===== src/rtl/mem_pkg.sv =====
// ----------------------------------------------------------------------------
// mem_pkg
//  Shared encodings for the read arbiter: FSM state codes, OWNER codes and the
//  bus widths used by the bridge read port.
// ----------------------------------------------------------------------------
package mem_pkg;

   localparam int ADDR_W = 32;
   localparam int DATA_W = 32;

   typedef enum logic [1:0] {
      S_IDLE = 2'b00,
      S_BUSY = 2'b01,
      S_RESP = 2'b10
   } state_t;

   typedef enum logic [1:0] {
      OWN_NONE = 2'b00,
      OWN_I    = 2'b01,
      OWN_D    = 2'b10
   } owner_t;

   // Map the arbiter's pick (1 = I wins, 0 = D wins) onto an OWNER code.
   function automatic owner_t owner_code(input logic pick_i);
      if (pick_i) begin
         return OWN_I;
      end else begin
         return OWN_D;
      end
   endfunction

endpackage


===== src/rtl/arb_pick2.sv =====
// ----------------------------------------------------------------------------
// arb_pick2
//  Two-way winner selection between fetch (I) and load (D), with the history
//  registers it needs: last_grant for round-robin and wait_cnt for the
//  fixed-priority starvation guard.
// Ports
//  CLK, RST     clock, synchronous active-high reset
//  i_req_i      fetch request
//  d_req_i      load request
//  grant_i      a grant is taken this cycle (history registers update)
//  i_owner_i    I currently owns the bridge (stops wait_cnt counting)
//  pick_i_o     1 = I wins, 0 = D wins (meaningful only when a REQ is high)
// ----------------------------------------------------------------------------
module arb_pick2
   import mem_pkg::*;
#(
   parameter int ARB_MODE = 0,
   parameter int MAX_WAIT = 8
) (
   input  logic CLK,
   input  logic RST,
   input  logic i_req_i,
   input  logic d_req_i,
   input  logic grant_i,
   input  logic i_owner_i,
   output logic pick_i_o
);

   localparam logic [7:0] MAX_WAIT_C = 8'(MAX_WAIT);

   logic       last_was_d_q;
   logic       last_was_d_d;
   logic [7:0] wait_cnt_q;
   logic [7:0] wait_cnt_d;
   logic       pick_i_s;

   // Winner selection: a lone request always wins; ties go by mode.
   always_comb begin
      pick_i_s = 1'b0;
      if (i_req_i && !d_req_i) begin
         pick_i_s = 1'b1;
      end else if (!i_req_i && d_req_i) begin
         pick_i_s = 1'b0;
      end else if (i_req_i && d_req_i) begin
         if (ARB_MODE == 0) begin
            // Alternate: I wins if D had the previous grant.
            pick_i_s = last_was_d_q;
         end else begin
            // D has priority until I has waited MAX_WAIT cycles.
            pick_i_s = (wait_cnt_q == MAX_WAIT_C);
         end
      end else begin
         pick_i_s = 1'b0;
      end
   end

   // Next-state for the grant history and the I starvation counter.
   always_comb begin
      last_was_d_d = last_was_d_q;
      wait_cnt_d   = wait_cnt_q;
      if (grant_i) begin
         last_was_d_d = ~pick_i_s;
      end else begin
         last_was_d_d = last_was_d_q;
      end
      if (grant_i && pick_i_s) begin
         wait_cnt_d = 8'd0;
      end else if (i_req_i && !i_owner_i && (wait_cnt_q < MAX_WAIT_C)) begin
         wait_cnt_d = wait_cnt_q + 8'd1;
      end else begin
         wait_cnt_d = wait_cnt_q;
      end
   end

   // History registers; reset leaves D as last grant so I wins the first tie.
   always_ff @(posedge CLK) begin
      if (RST) begin
         last_was_d_q <= 1'b1;
         wait_cnt_q   <= 8'd0;
      end else begin
         last_was_d_q <= last_was_d_d;
         wait_cnt_q   <= wait_cnt_d;
      end
   end

   assign pick_i_o = pick_i_s;

endmodule


===== src/rtl/axi_read_arbiter.sv =====
// ----------------------------------------------------------------------------
// axi_read_arbiter
//  Shares the bridge's single read port between instruction fetch (I) and
//  data load (D). One read outstanding at a time: IDLE -> BUSY -> RESP.
// Ports
//  CLK, RST                 clock, synchronous active-high reset
//  I_REQ/I_ADDR             fetch request, address sampled at grant
//  I_ACK/I_RDATA            fetch one-cycle ack and held read data
//  D_REQ/D_ADDR             load request, address sampled at grant
//  D_ACK/D_RDATA            load one-cycle ack and held read data
//  DN_RDEN/DN_RADDR         read request to the bridge, held until DN_RVALID
//  DN_RVALID/DN_RDATA       bridge response (only honoured in BUSY)
//  OWNER                    current grant: 00 none, 01 I, 10 D
// ----------------------------------------------------------------------------
module axi_read_arbiter
   import mem_pkg::*;
#(
   parameter int ARB_MODE = 0,
   parameter int MAX_WAIT = 8
) (
   input  logic              CLK,
   input  logic              RST,
   input  logic              I_REQ,
   input  logic [ADDR_W-1:0] I_ADDR,
   output logic              I_ACK,
   output logic [DATA_W-1:0] I_RDATA,
   input  logic              D_REQ,
   input  logic [ADDR_W-1:0] D_ADDR,
   output logic              D_ACK,
   output logic [DATA_W-1:0] D_RDATA,
   output logic              DN_RDEN,
   output logic [ADDR_W-1:0] DN_RADDR,
   input  logic              DN_RVALID,
   input  logic [DATA_W-1:0] DN_RDATA,
   output logic [1:0]        OWNER
);

   state_t            state_q;
   owner_t            owner_q;
   logic              rden_q;
   logic [ADDR_W-1:0] raddr_q;
   logic              i_ack_q;
   logic              d_ack_q;
   logic [DATA_W-1:0] i_rdata_q;
   logic [DATA_W-1:0] d_rdata_q;

   logic              grant_s;
   logic              pick_i_s;
   logic              i_owner_s;
   logic [ADDR_W-1:0] sel_addr_s;

   assign grant_s   = (state_q == S_IDLE) && (I_REQ || D_REQ);
   assign i_owner_s = (owner_q == OWN_I);

   arb_pick2 #(
      .ARB_MODE (ARB_MODE),
      .MAX_WAIT (MAX_WAIT)
   ) u_pick (
      .CLK       (CLK),
      .RST       (RST),
      .i_req_i   (I_REQ),
      .d_req_i   (D_REQ),
      .grant_i   (grant_s),
      .i_owner_i (i_owner_s),
      .pick_i_o  (pick_i_s)
   );

   // Address of the winning requester, captured only at grant.
   always_comb begin
      sel_addr_s = D_ADDR;
      if (pick_i_s) begin
         sel_addr_s = I_ADDR;
      end else begin
         sel_addr_s = D_ADDR;
      end
   end

   // Transaction FSM with all outputs registered.
   always_ff @(posedge CLK) begin
      if (RST) begin
         state_q   <= S_IDLE;
         owner_q   <= OWN_NONE;
         rden_q    <= 1'b0;
         raddr_q   <= '0;
         i_ack_q   <= 1'b0;
         d_ack_q   <= 1'b0;
         i_rdata_q <= '0;
         d_rdata_q <= '0;
      end else begin
         case (state_q)
            S_IDLE: begin
               // DN_RVALID here is stale (e.g. from before a reset): dropped.
               if (I_REQ || D_REQ) begin
                  owner_q <= owner_code(pick_i_s);
                  raddr_q <= sel_addr_s;
                  rden_q  <= 1'b1;
                  state_q <= S_BUSY;
               end
            end
            S_BUSY: begin
               if (DN_RVALID) begin
                  // Only the owner's data register is ever written.
                  if (owner_q == OWN_I) begin
                     i_rdata_q <= DN_RDATA;
                     i_ack_q   <= 1'b1;
                  end else begin
                     d_rdata_q <= DN_RDATA;
                     d_ack_q   <= 1'b1;
                  end
                  rden_q  <= 1'b0;
                  state_q <= S_RESP;
               end
            end
            S_RESP: begin
               i_ack_q <= 1'b0;
               d_ack_q <= 1'b0;
               owner_q <= OWN_NONE;
               state_q <= S_IDLE;
            end
            default: begin
               i_ack_q <= 1'b0;
               d_ack_q <= 1'b0;
               rden_q  <= 1'b0;
               owner_q <= OWN_NONE;
               state_q <= S_IDLE;
            end
         endcase
      end
   end

   assign I_ACK    = i_ack_q;
   assign I_RDATA  = i_rdata_q;
   assign D_ACK    = d_ack_q;
   assign D_RDATA  = d_rdata_q;
   assign DN_RDEN  = rden_q;
   assign DN_RADDR = raddr_q;
   assign OWNER    = owner_q;

endmodule

===== config.mk =====
export PLATFORM = sky130hd
export DESIGN_NAME = axi_read_arbiter
export DESIGN_NICKNAME = d
export VERILOG_FILES = /design/src/rtl/mem_pkg.sv /design/src/rtl/arb_pick2.sv /design/src/rtl/axi_read_arbiter.sv
export SDC_FILE = /design/constraint.sdc
export NUM_CORES = 1
export LEC_CHECK = 0
export ABC_AREA = 1
export CAP_MARGIN = 20
export CORE_AREA = 2 2 106 108
export CTS_CLUSTER_SIZE = 16
export DETAILED_ROUTE_END_ITERATION = 6
export DIE_AREA = 0 0 108 110
export PLACE_DENSITY_LB_ADDON = 0.15
export SLEW_MARGIN = 20
export SYNTH_ARGS = -nofsm -noshare
export SYNTH_HDL_FRONTEND = slang
export SYNTH_SLANG_ARGS = --single-unit

===== constraint.sdc =====
create_clock -name CLK -period 1.6 [get_ports CLK]
set_input_delay 0.32 -clock CLK [delete_from_list [all_inputs] [get_ports CLK]]
set_output_delay 0.32 -clock CLK [all_outputs]
set_load 0.005 [all_outputs]

==> results.yml <==
clocking:
  cts_tree: "built"
  clk_pin_slew_ps: 90
  post_cts_resized: 7
  cts_buffers: 9
  clockBufferDepth: 2
  clk-insertion-delay-late_ps: 360
  cts-htree-levels: 3
  root_buffer: "clkbuf_8"
  ctsHoldBuffers: 0
  postCtsSetupRepairBufs: 0
  cts_sinks: 104
worst_setup_path:
  reg2reg_depth: 5
  r2r-start: "state_q[1]$_SDFFE_PP0P_"
  arrival_ps: 1240
  crit_cells: 1
  crit_chain: "clkdlybuf4s50_1"
  slowest_delay_ps: 520
  crit_buf_inv: 1
  path_max_fanout: 2
  reg2reg_slack_ps: 230
  worstSetupPathType: "flip-flop to output pin"
  crit_family: "buffers and inverters"
  r2r_end: "DN_RADDR[14]$_SDFFE_PP0P_"
  startpoint_type: "flip-flop"
  slowest_stage: "clkdlybuf4s50_1"
  required_ps: 1280
  crit_path_end_kind: "output pin"
layout:
  layout_commonest_cell: "clkdlybuf4s50_1"
  area.growth.synth_to_final_pct: 57.2
  final_cell_mix: "193 x clkdlybuf4s50_1, 121 x nor2_1, 81 x dfxtp_1, 79 x nand2_1, 66 x inv_1"
  antenna_cells: 0
  n_fill_cell: 976
  postLayoutCoreUtil_pct: 63.7
  drive_above_1_share_pct: 10.4
  fin_nets: 900
route:
  avgRoutedWirePerCell_um: 13.2
  drt-initial-drc-count: 181
  ant_nets: 0
  first_pass_iters: 5
  via_per_inst: 4.75
  routed_wirelength_um: 12500
  vias: 4482
  drc: 0
global_route:
  gr-usage-met3_pct: 5.17
  gr-usage-met2_pct: 36.8
  grt_pass1_wl_um: 20200
  antenna_found_initial: 0
  grt_max_degree: 44
  grtUsageMet1_pct: 25.9
  overflow: 0
  gr-max-usage-layer: "met2"
  grt.total_usage_pct: 21.4
  grt_pass1_vias: 4341
floorplan:
  die-area_um2: 11900
  die_x_um: 108
  initial_core_util_pct: 40.5
  coreArea_um2: 10700
  num_rows: 38
  die_h_um: 110
  io_pins: 202
pwr:
  leakage_nw: 2.92
  ir_worst_vdd_mv: 0.505
  powerDensity_nw_per_um2: 850
place:
  pre_cts_ws_ps: -121
  detailedPlacementHpwl_um: 9460
  portBuffers: 201
  gp_congestion: 0.876
timing:
  period_minus_slack_ps: 1560
  slew_violations: 0
  rsz0062_at_grt: "no"
  timing.final.hold_violations: 0
  slew_headroom_pct: 75.8
  setup_viol: 0
  setup_ws_ps: 42.4
  tightest_slew_ps: 363
  fin_hold_ws_ps: 466
  fin_skew_ps: 14.1
  fin_setup_tns_ps: 0
  period_share_pct: 97.4
  fmax_ghz: 0.642
yosys:
  async_flop_share_pct: 0
  synth-seq-area-share_pct: 48.1
  syn_area_um2: 4330
  synthDistinctLibCells: 23
  syn_inst: 600
  yosys_warnings: 0
  yosys_most_used_dff: "dfxtp_1"
  syn_nets: 701
  synth_edf_count: 0
  synth.ff_latch_count: 104
  avgSynthCellArea_um2: 7.22
hold_path:
  min_path_type: "flip-flop to flip-flop"
  holdPathEnd: "DN_RADDR[5]$_SDFFE_PP0P_"
  hold_path_depth: 2
  hold_start: "DN_RADDR[5]$_SDFFE_PP0P_"
run_status:
  status: "complete, no violations"
flow_run:
  maxCapViolCount: 0
worst min-delay path: stages, from the launching register on:
cell and delay, ps:
dfxtp_1 320, nand2_1 60, a21oi_1 50
sequential cells by signal, summed over array words and instances (netlist names):
name / count
DN_RADDR: 32
DN_RDEN: 1
u_pick.last_was_d_q: 1
state_q: 2
OWNER: 2
I_ACK: 1
D_ACK: 1
D_RDATA: 32
I_RDATA: 32
routing by layer:
metal	part of all wire, %	routed length (um)	vias up
li1	-	-	2286
met1	41	5170	2013
met2	49	6110	171
met3	8.2	1030	12
met4	1.6	199	0
met5	0	0	-
final cells by class:
type	instances	area (um^2)	share of cell area [%]
clock inverters	6	51.3	0.753
inverters	70	265	3.89
well taps	140	175	2.57
multi-input cells	387	1750	25.8
clock buffers	10	138	2.02
flip-flops and latches	104	2110	31.0
repair buffers	227	2320	34.0
kinds of logic (layout without fill, tap and decap cells):
| kind of cell | after synthesis | count (layout) | share of synthesized area [%] |
|---|---|---|---|
| AND/OR/NAND/NOR | 287 | 287 | 28.9 |
| buffers and inverters | 109 | 313 | 11.5 |
| flip-flops | 104 | 104 | 48.1 |
| AO/OA/AOI/OAI | 100 | 100 | 11.6 |
worst max-delay path by stage:
stage | start | to
floorplan | state_q[0]$_SDFFE_PP0P_ | D_RDATA[10]$_SDFFE_PP0P_
global placement | I_REQ | DN_RADDR[24]$_SDFFE_PP0P_
detailed placement | I_REQ | DN_RADDR[15]$_SDFFE_PP0P_
CTS | OWNER[0]$_SDFFE_PP0P_ | OWNER[0]
global route | DN_RADDR[9]$_SDFFE_PP0P_ | DN_RADDR[9]
finish | DN_RADDR[29]$_SDFFE_PP0P_ | DN_RADDR[29]
report_power, final:
part | internal [mW] | switching [mW]
sequential | 2.77 | 0.109
clock | 0.632 | 0.930
combinational | 0.771 | 0.574
total | 4.18 | 1.61
cell usage after synthesis, types with 2 or more instances:
cell      number  area (um^2)
nand3_1       65          325
inv_2          2         7.51
dfxtp_1      104         2080
clkbuf_1      16         60.1
nor2_4         3         33.8
o21ai_1        6         30.0
nor2_2        10         62.6
nand2_1       79          297
buf_6          5         56.3
buf_4          4         30.0
a21oi_1       34          170
inv_1         67          251
buf_2          8         40.0
clkbuf_2       5         25.0
o21ai_0       59          295
nand3_4        2         35.0
nor2_1       121          454
nand4_1        5         31.3
through the flow:
step                cell area, um^2  power [mW]  instances
floorplan                      4330        3.49        600
global placement               6580        4.26        928
detailed placement             6580        4.29        928
CTS                            6770        5.85        944
global route                   6810        6.11        944
finish                         6810        5.79        944
(Power assumes the default switching activity.)
